`src/rtl/fifo_read_drain.sv`:
```
// rtl/fifo_read_drain.sv - FIFO read-side drain: credit-based read issue, 2-entry skid buffer, valid/ready output, word counter
module fifo_read_drain #(
    parameter int DATA_WIDTH  = 8,
    parameter int COUNT_WIDTH = 16
) (
    input  logic                   clk_read,
    input  logic                   rst,
    input  logic                   Drain_enable,
    input  logic                   Empty,
    input  logic [DATA_WIDTH-1:0]  DataOut,
    output logic                   Read_enable,
    output logic [DATA_WIDTH-1:0]  Out_data,
    output logic                   Out_valid,
    input  logic                   Out_ready,
    output logic [COUNT_WIDTH-1:0] Words_out
);

    typedef enum logic [1:0] {
        S0 = 2'd0,
        S1 = 2'd1,
        S2 = 2'd2
    } occ_t;

    occ_t                  state;
    occ_t                  state_next;
    logic                  inflight;
    logic                  pop;
    logic [1:0]            committed;
    logic [DATA_WIDTH-1:0] head;
    logic [DATA_WIDTH-1:0] tail;

    assign pop      = Out_valid & Out_ready;
    assign Out_data = head;

    always_ff @(posedge clk_read) begin
        if (rst) begin
            state <= S0;
        end else begin
            state <= state_next;
        end
    end

    always_comb begin
        state_next = state;
        case (state)
            S0: if (inflight) state_next = S1;
            S1: begin
                if (inflight && !pop) begin
                    state_next = S2;
                end else if (!inflight && pop) begin
                    state_next = S0;
                end
            end
            S2: if (pop && !inflight) state_next = S1;
            default: state_next = S0;
        endcase
    end

    // Words already owned (buffered or inflight) after this cycle's pop; a new read needs a free slot.
    always_comb begin
        Out_valid   = (state != S0);
        committed   = 2'(state) + 2'(inflight) - 2'(pop);
        Read_enable = !rst && Drain_enable && !Empty && (committed < 2'd2);
    end

    always_ff @(posedge clk_read) begin
        if (rst) begin
            head      <= '0;
            tail      <= '0;
            inflight  <= 1'b0;
            Words_out <= '0;
        end else begin
            inflight <= Read_enable;
            if (pop) begin
                Words_out <= Words_out + COUNT_WIDTH'(1);
            end
            case (state)
                S0: if (inflight) head <= DataOut;
                S1: begin
                    if (inflight) begin
                        if (pop) begin
                            head <= DataOut;
                        end else begin
                            tail <= DataOut;
                        end
                    end
                end
                S2: begin
                    if (pop) begin
                        head <= tail;
                        if (inflight) tail <= DataOut;
                    end
                end
                default: ;
            endcase
        end
    end

endmodule
```
`config.mk`:
```
export PLATFORM = sky130hd
export DESIGN_NAME = fifo_read_drain
export DESIGN_NICKNAME = d
export VERILOG_FILES = /design/src/rtl/fifo_read_drain.sv
export SDC_FILE = /design/constraint.sdc
export NUM_CORES = 1
export LEC_CHECK = 0
export BUFFER_PORTS_ARGS = -buffer_cell sky130_fd_sc_hd__buf_4
export CORE_ASPECT_RATIO = 0.75
export CORE_MARGIN = 2
export CORE_UTILIZATION = 50
export CTS_CLUSTER_SIZE = 24
export DETAILED_ROUTE_END_ITERATION = 7
export GPL_TIMING_DRIVEN = 0
export HOLD_SLACK_MARGIN = 0.1
export PLACE_DENSITY = 0.75
export SLEW_MARGIN = 25
export SYNTH_ARGS = -nofsm -noshare
export SYNTH_HDL_FRONTEND = slang
export SYNTH_SLANG_ARGS = --single-unit
```
`constraint.sdc`:
```
create_clock -name clk_read -period 1.85 [get_ports clk_read]
set_input_delay 0.0925 -clock clk_read [delete_from_list [all_inputs] [get_ports clk_read]]
set_output_delay 0.0925 -clock clk_read [all_outputs]
set_load 0.005 [all_outputs]
```
; ---- After elaboration in Yosys (flattened, before gate mapping)
; Index checks and enable logic that the tools add are counted.
[word_totals]
reg_bits = 35
latch_bits = 0
mem_bits_rw = 0
mem_bits_ro = 0
in_bits = 13
output_inout_bits = 26
memories = 0
[classes]
add_sub_neg = 3
multipliers = 0
div_mod_pow = 0
order_cmp = 1
eq_ne = 10
n_shift = 0
mux = 14
bitwise = 1
n_reduce_logical = 16
[op_table]
columns = operator, n
row1 = $mux 8, 7
row2 = $pmux 8 s3, 1
row3 = $add 16x1->16 const B, 1
row4 = $pmux 8 s2, 1
row5 = $ne 2x2->1 const B, 7
row6 = $reduce_and 5->1, 2
row7 = $mux 2, 4
row8 = $pmux 2 s3, 1
row9 = $logic_and 1x1->1, 5
row10 = $logic_not 1->1, 4
row11 = $reduce_bool 2->1, 2
row12 = $ne 3x3->1 const B, 1
row13 = $reduce_and 3->1, 1
row14 = $reduce_bool 3->1, 1
row15 = $add 2x1->2, 1
row16 = $eq 2x1->1 const B, 1
row17 = $eq 2x2->1 const B, 1
row18 = $logic_not 2->1, 1
row19 = $lt 2x2->1 const B, 1
row20 = $sub 2x1->2, 1
row21 = $and 1x1->1, 1

; ---- Logic depth before layout (Yosys ltp)
; Gate-level depths: netlist (run 1).
[logic_depth]
word_depth = 6
depth_mapped = 7
mapped_depth_nobuf = 6

; ---- Worst setup path after synthesis (run 1)
; Ideal clock, no wire load.
[synth_path]
kind = register -> register
startpoint = register Words_out[10]
endpoint = register Words_out[13]
arrival_time_ns = 1.514
t_required_ns = 1.780
setup_slack_ns = 0.265
stages_incl_launch_ff = 5
n_path_buf = 0
synth_period_minus_slack_ns = 1.585
cell_sequence = dfxtp_1 > nand4_1 > or4_4 > or3_1 > a21oi_1
[synth_via]
elab_chain_len = 1
[synth_lines]
columns = item, line_no
row1 = start: declaration, 15  ; output logic [COUNT_WIDTH-1:0] Words_out
row2 = start signal: assignment, 75  ; Words_out <= Words_out + COUNT_WIDTH'(1);
row3 = $add 16x1->16, 75
; Every way passes these cells.
; A chain may end at the register's enable or synchronous reset.

; ---- Worst setup path in the final report (run 1)
[layout_path]
startpoint = register state[1]
endpoint = output Read_enable
[layout_via]
elab_chain_len = 5
word_cells_on_any_way = 6
cone_classes = 2 x add/sub / 1 x order compare / 1 x bitwise / 2 x reduce/logical
[layout_lines]
columns = item, line_no
row1 = start: declaration, 24  ; occ_t state;
row2 = start signal: assignment, 39  ; state <= state_next;
row3 = "parallel branches: the longest is 2 deep, another holds $add 2x1->2", -
row4 = $sub 2x1->2 *, 62  ; committed = 2'(state) + 2'(inflight) - 2'(pop);
row5 = $lt 2x2->1 *, 63  ; Read_enable = !rst && Drain_enable && !Empty && (committed < 2'd2);
row6 = $logic_and 1x1->1 *, 63
row7 = end: declaration, 11  ; output logic Read_enable,
; Every way passes the cells marked *.

==> results.sh, run 1 <==
export IMPL_status="finished clean"
export IMPL_h_tree_depth=2
export IMPL_numCtsBuffers=5
export IMPL_r2r_cells=4
export IMPL_fp_dieH_um=53.0
export IMPL_syn_area_um2=1600
export IMPL_r2r_start="Words_out[0]$_SDFFE_PP0P_"
export IMPL_cts_clk_slew_worst_paths_ns=0.07
export IMPL_critical_path_max_fanout=5
export IMPL_yosysWarningCount=0
export IMPL_grt_usage=0.213
export IMPL_synth_area_per_cell_um2=9.04
export IMPL_wl_per_cell_um=13.7
export IMPL_finClkSkew_ns=0.00452
export IMPL_min_path_type="in2reg"
export IMPL_finalCriticalPeriod_ns=1.77
export IMPL_syn2layout_area_growth_pct=33.5
export IMPL_syn_inst=177
export IMPL_hp_start="Drain_enable"
export IMPL_worstHoldPathCells=3
export IMPL_core_area_um2=3000
export IMPL_final_common_cell="buf_4"
export IMPL_ant_nets=0
export IMPL_max_freq_mhz=565
export IMPL_syn_nets=192
export IMPL_place_hpwl_um=2590
export IMPL_cts_root_buf="clkbuf_8"
export IMPL_holdPathEnd="inflight$_SDFF_PP0_"
export IMPL_grt_max_degree=11
export IMPL_rsz0062_at_grt="false"
export IMPL_nets=244
export IMPL_drive_gt1_frac=0.257
export IMPL_initial_core_util=0.534
export IMPL_grt_pass1_vias=1382
export IMPL_drt_iter0_drc=63
export IMPL_synth_seq_cells=35
export IMPL_num_io_pins=39
export IMPL_seq_area_frac_synth=0.438
export IMPL_drc=0
export IMPL_cts_tree="built"
export IMPL_cts_sinks=35
export IMPL_grt_pass1_wl_um=6200
export IMPL_vias=1433
export IMPL_p_total_mw=1.53
export IMPL_slew_viol_final=0
export IMPL_die_area_um2=3670
export IMPL_n_antenna_cell=0
export IMPL_setup_tns_ns=0
export IMPL_grt_overflow_total=0
export IMPL_reg2reg_slack_ns=0.12
export IMPL_gp_congestion=0.815
export IMPL_io_buffers=36
export IMPL_leakage_nw=0.923
export IMPL_routed_wl_um=3660
export IMPL_start_kind="flop"
export IMPL_vias_per_cell=5.35
export IMPL_cts_max_path_buffers=2
export IMPL_hold_viol_final=0
export IMPL_utilization=0.713
export IMPL_path_class="reg2out"
export IMPL_cp_end_kind="primary output"
export IMPL_rows=17
export IMPL_layout_common_cells="buf_4, dfxtp_1, nor2_1"
export IMPL_max_cap_violations=0
export IMPL_yosysUniqueCellTypes=37
export IMPL_reg2reg_to="Words_out[13]$_SDFFE_PP0P_"
export IMPL_power_density_nw_per_um2=716
export IMPL_antenna_found_initial=0
export IMPL_tightest_slew_ns=0.598
export IMPL_critPathRequiredTime_ns=1.76
export IMPL_setup_viol=0
export IMPL_first_pass_iters=4
export IMPL_clk_latency_ns=0.28
export IMPL_min_period_over_period=0.957
export IMPL_peakVddDrop_mv=0.543
export IMPL_worstPathArrival_ns=1.68
export IMPL_slew_headroom=0.601
export IMPL_die_w_um=69.3
routing by layer:
layer,vias up,global-route usage,part of all wire,routed length (um)
met5,-,0,0,0
met4,0,0.0686,0.0074,27
met3,5,0.0495,0.051,187
met2,35,0.372,0.45,1660
met1,663,0.264,0.49,1790
li1,730,-,-,-
registers in the layout, indices dropped and copies added (netlist names):
name	count
Out_data	8
Words_out	16
inflight	1
state	2
tail	8
kinds of logic after synthesis:
group	synth area share
and+or+nand+nor	0.226
DFF	0.438
AOI/OAI and AO/OA	0.126
muxes	0.106
xor gates and xnor gates	0.0602
buffers and inverters	0.0281
adders and majority gates	0.0156
where the power goes:
group / switching [mW] / internal (mW) / total (mW)
logic: 0.0698 / 0.0799 / 0.150
registers: 0.0117 / 0.770 / 0.782
clock network: 0.259 / 0.340 / 0.598
cell usage after synthesis, drive strengths merged:
cell / number / area share
dfxtp: 35 / 0.44
nor2: 30 / 0.070
mux2i: 17 / 0.11
nand2: 11 / 0.026
a21oi: 9 / 0.028
a211oi: 8 / 0.038
xnor2: 8 / 0.044
o21ai: 7 / 0.024
clkbuf: 5 / 0.012
buf: 4 / 0.014
nand3: 4 / 0.016
nor2b: 4 / 0.016
nor3: 3 / 0.0094
or3: 3 / 0.012
xor2: 3 / 0.016
ha: 2 / 0.016
nand2b: 2 / 0.0078
nand3b: 2 / 0.0094
nand4: 2 / 0.0078
nand4b: 2 / 0.011
nor4: 2 / 0.012
o2111ai: 2 / 0.011
o21a: 2 / 0.0094
or4: 2 / 0.012
a2bb2oi: 1 / 0.0055
and3: 1 / 0.0039
and3b: 1 / 0.0055
inv: 1 / 0.0023
nor3b: 1 / 0.0047
o211ai: 1 / 0.0047
o2bb2ai: 1 / 0.0055
or2: 1 / 0.0039
worst max-delay path, cell delays in order, from the launching register on:
cell and delay (ns):
dfxtp_2 0.35, o21a_4 0.25, inv_4 0.07, ha_4 0.21, xnor2_1 0.12, o21ai_1 0.16
a21oi_1 0.09, buf_4 0.15
area by class of cell:
type / count / area, um2
multi-input cells: 132 / 881
fillers: 230 / 862
flip-flops and latches: 35 / 703
repair buffers: 45 / 358
clock buffers: 8 / 100
well taps: 38 / 47.5
plain buffers: 9 / 41.3
inverters: 1 / 6.26
how the worst max path moves through the flow:
stage,startpoint,endpoint,slack (ns)
after floorplan,Words_out[10]$_SDFFE_PP0P_,Words_out[13]$_SDFFE_PP0P_,0.27
after global placement,state[1]$_SDFFE_PP0P_,Read_enable,0.001
after detailed placement,state[1]$_SDFFE_PP0P_,Read_enable,-0.05
after CTS,state[1]$_SDFFE_PP0P_,Read_enable,0.03
after global routing,state[1]$_SDFFE_PP0P_,Read_enable,0.005
final,state[1]$_SDFFE_PP0P_,Read_enable,0.08
timing repair:
action                                  in CTS  in global routing
gates resized for setup                      6                  4
hold endpoints to repair                     8                  0
pin swaps                                    1                  1
setup buffers                                1                  0
hold buffers                                 8                  0
endpoints found under the setup margin       1                  4
metrics by stage:
stage | area (um2) | hold slack (ns) | cells | worst slack [ns]
2_1_floorplan | 1600 | 0.236 | 177 | 0.265
3_3_place_gp | 1920 | 0.336 | 251 | 0.00116
3_5_place_dp | 1920 | 0.346 | 251 | -0.0453
4_1_cts | 2120 | 0.108 | 268 | 0.0275
5_1_grt | 2140 | 0.123 | 268 | 0.00524
6_report | 2140 | 0.113 | 268 | 0.0802
Power figures use the tool's default switching activity.
==> run 2, diff against run 1 <==
--- a/config.mk
+++ b/config.mk
@@ -14,6 +14,7 @@
 export GPL_TIMING_DRIVEN = 0
 export HOLD_SLACK_MARGIN = 0.1
 export PLACE_DENSITY = 0.75
+export SETUP_SLACK_MARGIN = 0.4
 export SLEW_MARGIN = 25
 export SYNTH_ARGS = -nofsm -noshare
 export SYNTH_HDL_FRONTEND = slang
==> results.sh, run 2 (same netlist as run 1, synthesis figures left out) <==
export IMPL_hp_start="Drain_enable"
export IMPL_regMostFlops="Words_out"
export IMPL_ant_nets=0
export IMPL_drc=0
export IMPL_setup_viol=0
export IMPL_routed_wl_um=4730
export IMPL_power_density_nw_per_um2=591
export IMPL_wl_per_cell_um=16.4
export IMPL_cp_end_kind="primary output"
export IMPL_final_common_cell="buf_4"
export IMPL_rows=17
export IMPL_min_path_type="in2reg"
export IMPL_largest_register_ffs=16
export IMPL_utilization=0.854
export IMPL_slew_viol_final=0
export IMPL_num_io_pins=39
export IMPL_cts_root_buf="clkbuf_8"
export IMPL_grt_usage=0.226
export IMPL_core_area_um2=3000
export IMPL_numCtsBuffers=5
export IMPL_worstHoldPathCells=3
export IMPL_grt_max_degree=13
export IMPL_n_antenna_cell=0
export IMPL_leakage_nw=1.10
export IMPL_antenna_found_initial=0
export IMPL_peakVddDrop_mv=0.604
export IMPL_grt_pass1_vias=1413
export IMPL_initial_core_util=0.534
export IMPL_design_area_um2=2560
export IMPL_tightest_slew_ns=0.571
export IMPL_io_buffers=36
export IMPL_rsz0062_at_grt="true"
export IMPL_max_cap_violations=0
export IMPL_h_tree_depth=2
export IMPL_holdPathEnd="inflight$_SDFF_PP0_"
export IMPL_setup_tns_ns=0
export IMPL_drt_iter0_drc=95
export IMPL_cts_tree="built"
export IMPL_fp_dieH_um=53.0
export IMPL_clk_latency_ns=0.28
export IMPL_cts_max_path_buffers=2
export IMPL_nets=265
export IMPL_place_hpwl_um=2510
export IMPL_fin_hold_ws_ns=0.115
export IMPL_first_pass_iters=4
export IMPL_r2r_cells=7
export IMPL_post_place_cells=251
export IMPL_layout_cells_non_filler=289
export IMPL_critPathRequiredTime_ns=1.76
export IMPL_start_kind="flop"
export IMPL_die_w_um=69.3
export IMPL_fillers=148
export IMPL_vias_per_cell=5.49
export IMPL_max_freq_mhz=584
export IMPL_critical_path_max_fanout=5
export IMPL_cts_clk_slew_worst_paths_ns=0.07
export IMPL_grt_overflow_total=0
export IMPL_die_area_um2=3670
export IMPL_vias=1586
export IMPL_reg2reg_to="Words_out[14]$_SDFFE_PP0P_"
export IMPL_reg2reg_slack_ns=0.16
export IMPL_layout_common_cells="buf_4, nor2_1, dfxtp_1"
export IMPL_cts_sinks=35
export IMPL_min_period_over_period=0.926
export IMPL_drive_gt1_frac=0.442
export IMPL_finalCriticalPeriod_ns=1.71
export IMPL_syn2layout_area_growth_pct=60.0
export IMPL_finClkSkew_ns=0.00330
export IMPL_hold_viol_final=0
export IMPL_path_class="reg2out"
export IMPL_worstPathArrival_ns=1.62
export IMPL_gp_congestion=0.766
export IMPL_r2r_start="state[0]$_SDFFE_PP0P_"
export IMPL_grt_pass1_wl_um=6420
export IMPL_slew_headroom=0.620
export IMPL_status="finished clean"
export IMPL_post_dp_cell_area_um2=1970
run 2: changes by cell type in the layout (fill, tap and decap cells not counted), moves of 3 or more:
cell,previous run,this run
buf_4,38,53
dfxtp_1,33,21
dfxtp_4,0,9
buf_6,0,4
buf_2,3,0
buf_8,0,3
dfxtp_2,2,5
o21ai_0,4,1
o21ai_2,1,4
run 2: power by group:
part	switching [mW]	total, mW	internal [mW]
Clock	0.286	0.549	0.263
Combinational	0.0838	0.193	0.109
Sequential	0.0141	0.772	0.758
run 2: layout make-up:
type                            count  area, um2  share of cell area
Multi-Input combinational cell    132       1020               0.400
Clock inverter                      3       18.8             0.00733
Tap cell                           38       47.5              0.0186
Timing Repair Buffer               66        578               0.226
Clock buffer                        5       68.8              0.0269
Sequential cell                    35        741               0.289
Buffer                              9       75.1              0.0293
Inverter                            1       8.76             0.00342
run 2: worst max path at each step:
stage                                          start                         end  cells past startpoint
after floorplan           Words_out[10]$_SDFFE_PP0P_  Words_out[13]$_SDFFE_PP0P_                      4
after global placement           inflight$_SDFF_PP0_    Out_data[7]$_SDFFE_PP0P_                      5
after detailed placement         inflight$_SDFF_PP0_    Out_data[7]$_SDFFE_PP0P_                      5
after CTS                      state[0]$_SDFFE_PP0P_                 Read_enable                      7
after global routing           state[0]$_SDFFE_PP0P_                 Read_enable                      7
final                          state[0]$_SDFFE_PP0P_                 Read_enable                      7
run 2: per-layer routing:
metal,vias to the layer above,GRT usage,part of all wire
li1,769,-,-
met1,748,0.279,0.43
met2,61,0.397,0.50
met3,8,0.0590,0.054
met4,0,0.0588,0.015
met5,-,0,0
run 2: worst max-delay path: stages (launching register included):
cell and delay, ns:
dfxtp_4 0.36, o21a_4 0.23, clkinv_4 0.05, ha_4 0.20, nor2b_1 0.12, o211ai_1 0.11
a21oi_1 0.13, buf_4 0.12
run 2: what timing repair did:
item | 4_1_cts | 5_1_grt
resized for setup | 28 | 26
hold endpoints to repair | 8 | 0
endpoints found under the setup margin | 23 | 24
buffers inserted | 13 | 7
hold buffers | 8 | 0
gates cloned | 0 | 2
pin swaps | 8 | 17
run 2: through the flow:
step	total power, mW	setup slack, ns
6_report	1.51	0.137
2_1_floorplan	0.869	0.348
3_3_place_gp	0.925	0.180
5_1_grt	1.58	0.0693
4_1_cts	1.49	0.128
3_5_place_dp	0.930	0.0972
==> run 3, diff against run 2 <==
--- a/config.mk
+++ b/config.mk
@@ -5,6 +5,7 @@
 export SDC_FILE = /design/constraint.sdc
 export NUM_CORES = 1
 export LEC_CHECK = 0
+export ABC_CLOCK_PERIOD_IN_PS = 1850
 export BUFFER_PORTS_ARGS = -buffer_cell sky130_fd_sc_hd__buf_4
 export CORE_ASPECT_RATIO = 0.75
 export CORE_MARGIN = 2
==> constraint.sdc (replaced) <==
create_clock -name clk_read -period 1.85 [get_ports clk_read]
set_input_delay 0.0925 -clock clk_read [delete_from_list [all_inputs] [get_ports clk_read]]
set_output_delay 0.0925 -clock clk_read [all_outputs]
set_load 0.02 [all_outputs]
==> results.sh, run 3 (same netlist as run 1, synthesis figures left out) <==
export IMPL_status="finished clean"
export IMPL_vias_per_cell=5.60
export IMPL_path_class="reg2out"
export IMPL_cp_end_kind="primary output"
export IMPL_place_hpwl_um=2710
export IMPL_setup_tns_ns=0
export IMPL_grt_max_degree=11
export IMPL_p_comb_frac=0.129
export IMPL_min_path_type="in2reg"
export IMPL_wl_per_cell_um=15.2
export IMPL_p_total_mw=1.49
export IMPL_num_io_pins=39
export IMPL_max_freq_mhz=572
export IMPL_first_pass_iters=4
export IMPL_cts_max_path_buffers=2
export IMPL_grt_usage=0.239
export IMPL_vias=1541
export IMPL_drt_iter0_drc=69
export IMPL_start_kind="flop"
export IMPL_critical_path_max_fanout=5
export IMPL_syn2layout_area_growth_pct=43.7
export IMPL_largest_register_ffs=16
export IMPL_drive_gt1_frac=0.367
export IMPL_slowest_stage="dfxtp_4"
export IMPL_rows=17
export IMPL_dp_slack_ns=0.0910
export IMPL_power_density_nw_per_um2=649
export IMPL_core_area_um2=3000
export IMPL_routed_wl_um=4170
export IMPL_gp_congestion=0.741
export IMPL_tightest_slew_ns=0.556
export IMPL_setup_ws_ns=0.102
export IMPL_net_switching_power_mw=0.377
export IMPL_finalCriticalPeriod_ns=1.75
export IMPL_grt_pass1_wl_um=6720
export IMPL_io_buffers=36
export IMPL_fin_hold_ws_ns=0.124
export IMPL_slowest_delay_ns=0.36
export IMPL_grt_pass1_vias=1444
export IMPL_slew_headroom=0.629
export IMPL_nets=251
export IMPL_layout_common_cells="buf_4, nor2_1, dfxtp_1"
export IMPL_die_area_um2=3670
export IMPL_setup_viol=0
export IMPL_post_place_cells=251
export IMPL_critical_path_buf_inv_count=2
export IMPL_h_tree_depth=2
export IMPL_leakage_nw=0.986
export IMPL_fp_dieH_um=53.0
export IMPL_design_area_um2=2300
export IMPL_crit_path_cell_trace="o21a_4, inv_6, ha_4, nand3b_1, o21ai_2, a21oi_2, buf_4"
export IMPL_p_int_mw=1.12
export IMPL_layout_cells_non_filler=275
export IMPL_drc=0
export IMPL_cts_clk_slew_worst_paths_ns=0.06
export IMPL_peakVddDrop_mv=0.519
export IMPL_antenna_found_initial=0
export IMPL_grt_overflow_total=0
export IMPL_clk_latency_ns=0.29
export IMPL_cts_tree="built"
export IMPL_swShare=0.252
export IMPL_die_w_um=69.3
export IMPL_pwr_share_clk=0.355
export IMPL_finClkSkew_ns=0.0101
export IMPL_slew_viol_final=0
export IMPL_rsz0062_at_grt="true"
export IMPL_cp_top_family="compound AO/OA/AOI/OAI gates"
export IMPL_initial_core_util=0.534
export IMPL_numCtsBuffers=5
export IMPL_regMostFlops="Words_out"
export IMPL_min_period_over_period=0.945
export IMPL_critPathRequiredTime_ns=1.76
export IMPL_ant_nets=0
export IMPL_final_common_cell="buf_4"
export IMPL_cts_root_buf="clkbuf_8"
export IMPL_utilization=0.767
export IMPL_cts_sinks=35
export IMPL_pwr_share_seq=0.516
export IMPL_n_antenna_cell=0
export IMPL_hold_viol_final=0
export IMPL_post_dp_cell_area_um2=1990
export IMPL_worstPathArrival_ns=1.66
export IMPL_max_cap_violations=0
==> run 3: power by group through the flow <==
stage / Clock, mW / Combinational (mW) / Sequential (mW)
6_report: 0.530 / 0.192 / 0.770
5_1_grt: 0.570 / 0.208 / 0.772
4_1_cts: 0.538 / 0.185 / 0.770
3_5_place_dp: 0 / 0.153 / 0.787
3_3_place_gp: 0 / 0.148 / 0.786
2_1_floorplan: 0 / 0.0744 / 0.802
==> run 3: repair_timing <==
item                                    CTS  global route
endpoints found under the setup margin   24            24
gates cloned                              0             0
hold endpoints to repair                  8             0
resized for setup                        14             8
hold buffers                              8             0
pin swaps                                 6             3
setup buffers                             6             2
==> run 3: path summary, 6_finish.rpt <==
kind / start / to / slack, ns / depth (start not counted)
worst max-delay path: state[1]$_SDFFE_PP0P_ / Read_enable / 0.10 / 7
worst min-delay path: Drain_enable / inflight$_SDFF_PP0_ / 0.12 / 3
worst max register to register: state[0]$_SDFFE_PP0P_ / Words_out[13]$_SDFFE_PP0P_ / 0.16 / 5
worst min register to register: tail[1]$_SDFFE_PP0P_ / tail[1]$_SDFFE_PP0P_ / 0.50 / 2
==> run 3: per-layer routing <==
| layer | track usage | wire length [um] | vias to the layer above | share of wire |
|---|---|---|---|---|
| li1 | - | - | 745 | - |
| met3 | 0.0533 | 175 | 6 | 0.042 |
| met1 | 0.294 | 1900 | 751 | 0.46 |
| met2 | 0.405 | 2030 | 39 | 0.49 |
| met4 | 0.111 | 57 | 0 | 0.014 |
| met5 | 0 | 0 | - | 0 |
==> run 3: cell type report <==
type                    instances  area (um2)
multi-input cells             132         961
flip-flops and latches         35         743
clock inverters                 1        5.00
clock buffers                   7        76.3
fillers                       222         699
well taps                      38        47.5
inverters                       1        8.76
repair buffers                 52         410
plain buffers                   9        47.5
==> run 3: tightest hold or removal path: stages <==
cell and delay (ns):
buf_4 0.11, o211ai_1 0.11, a21oi_1 0.05
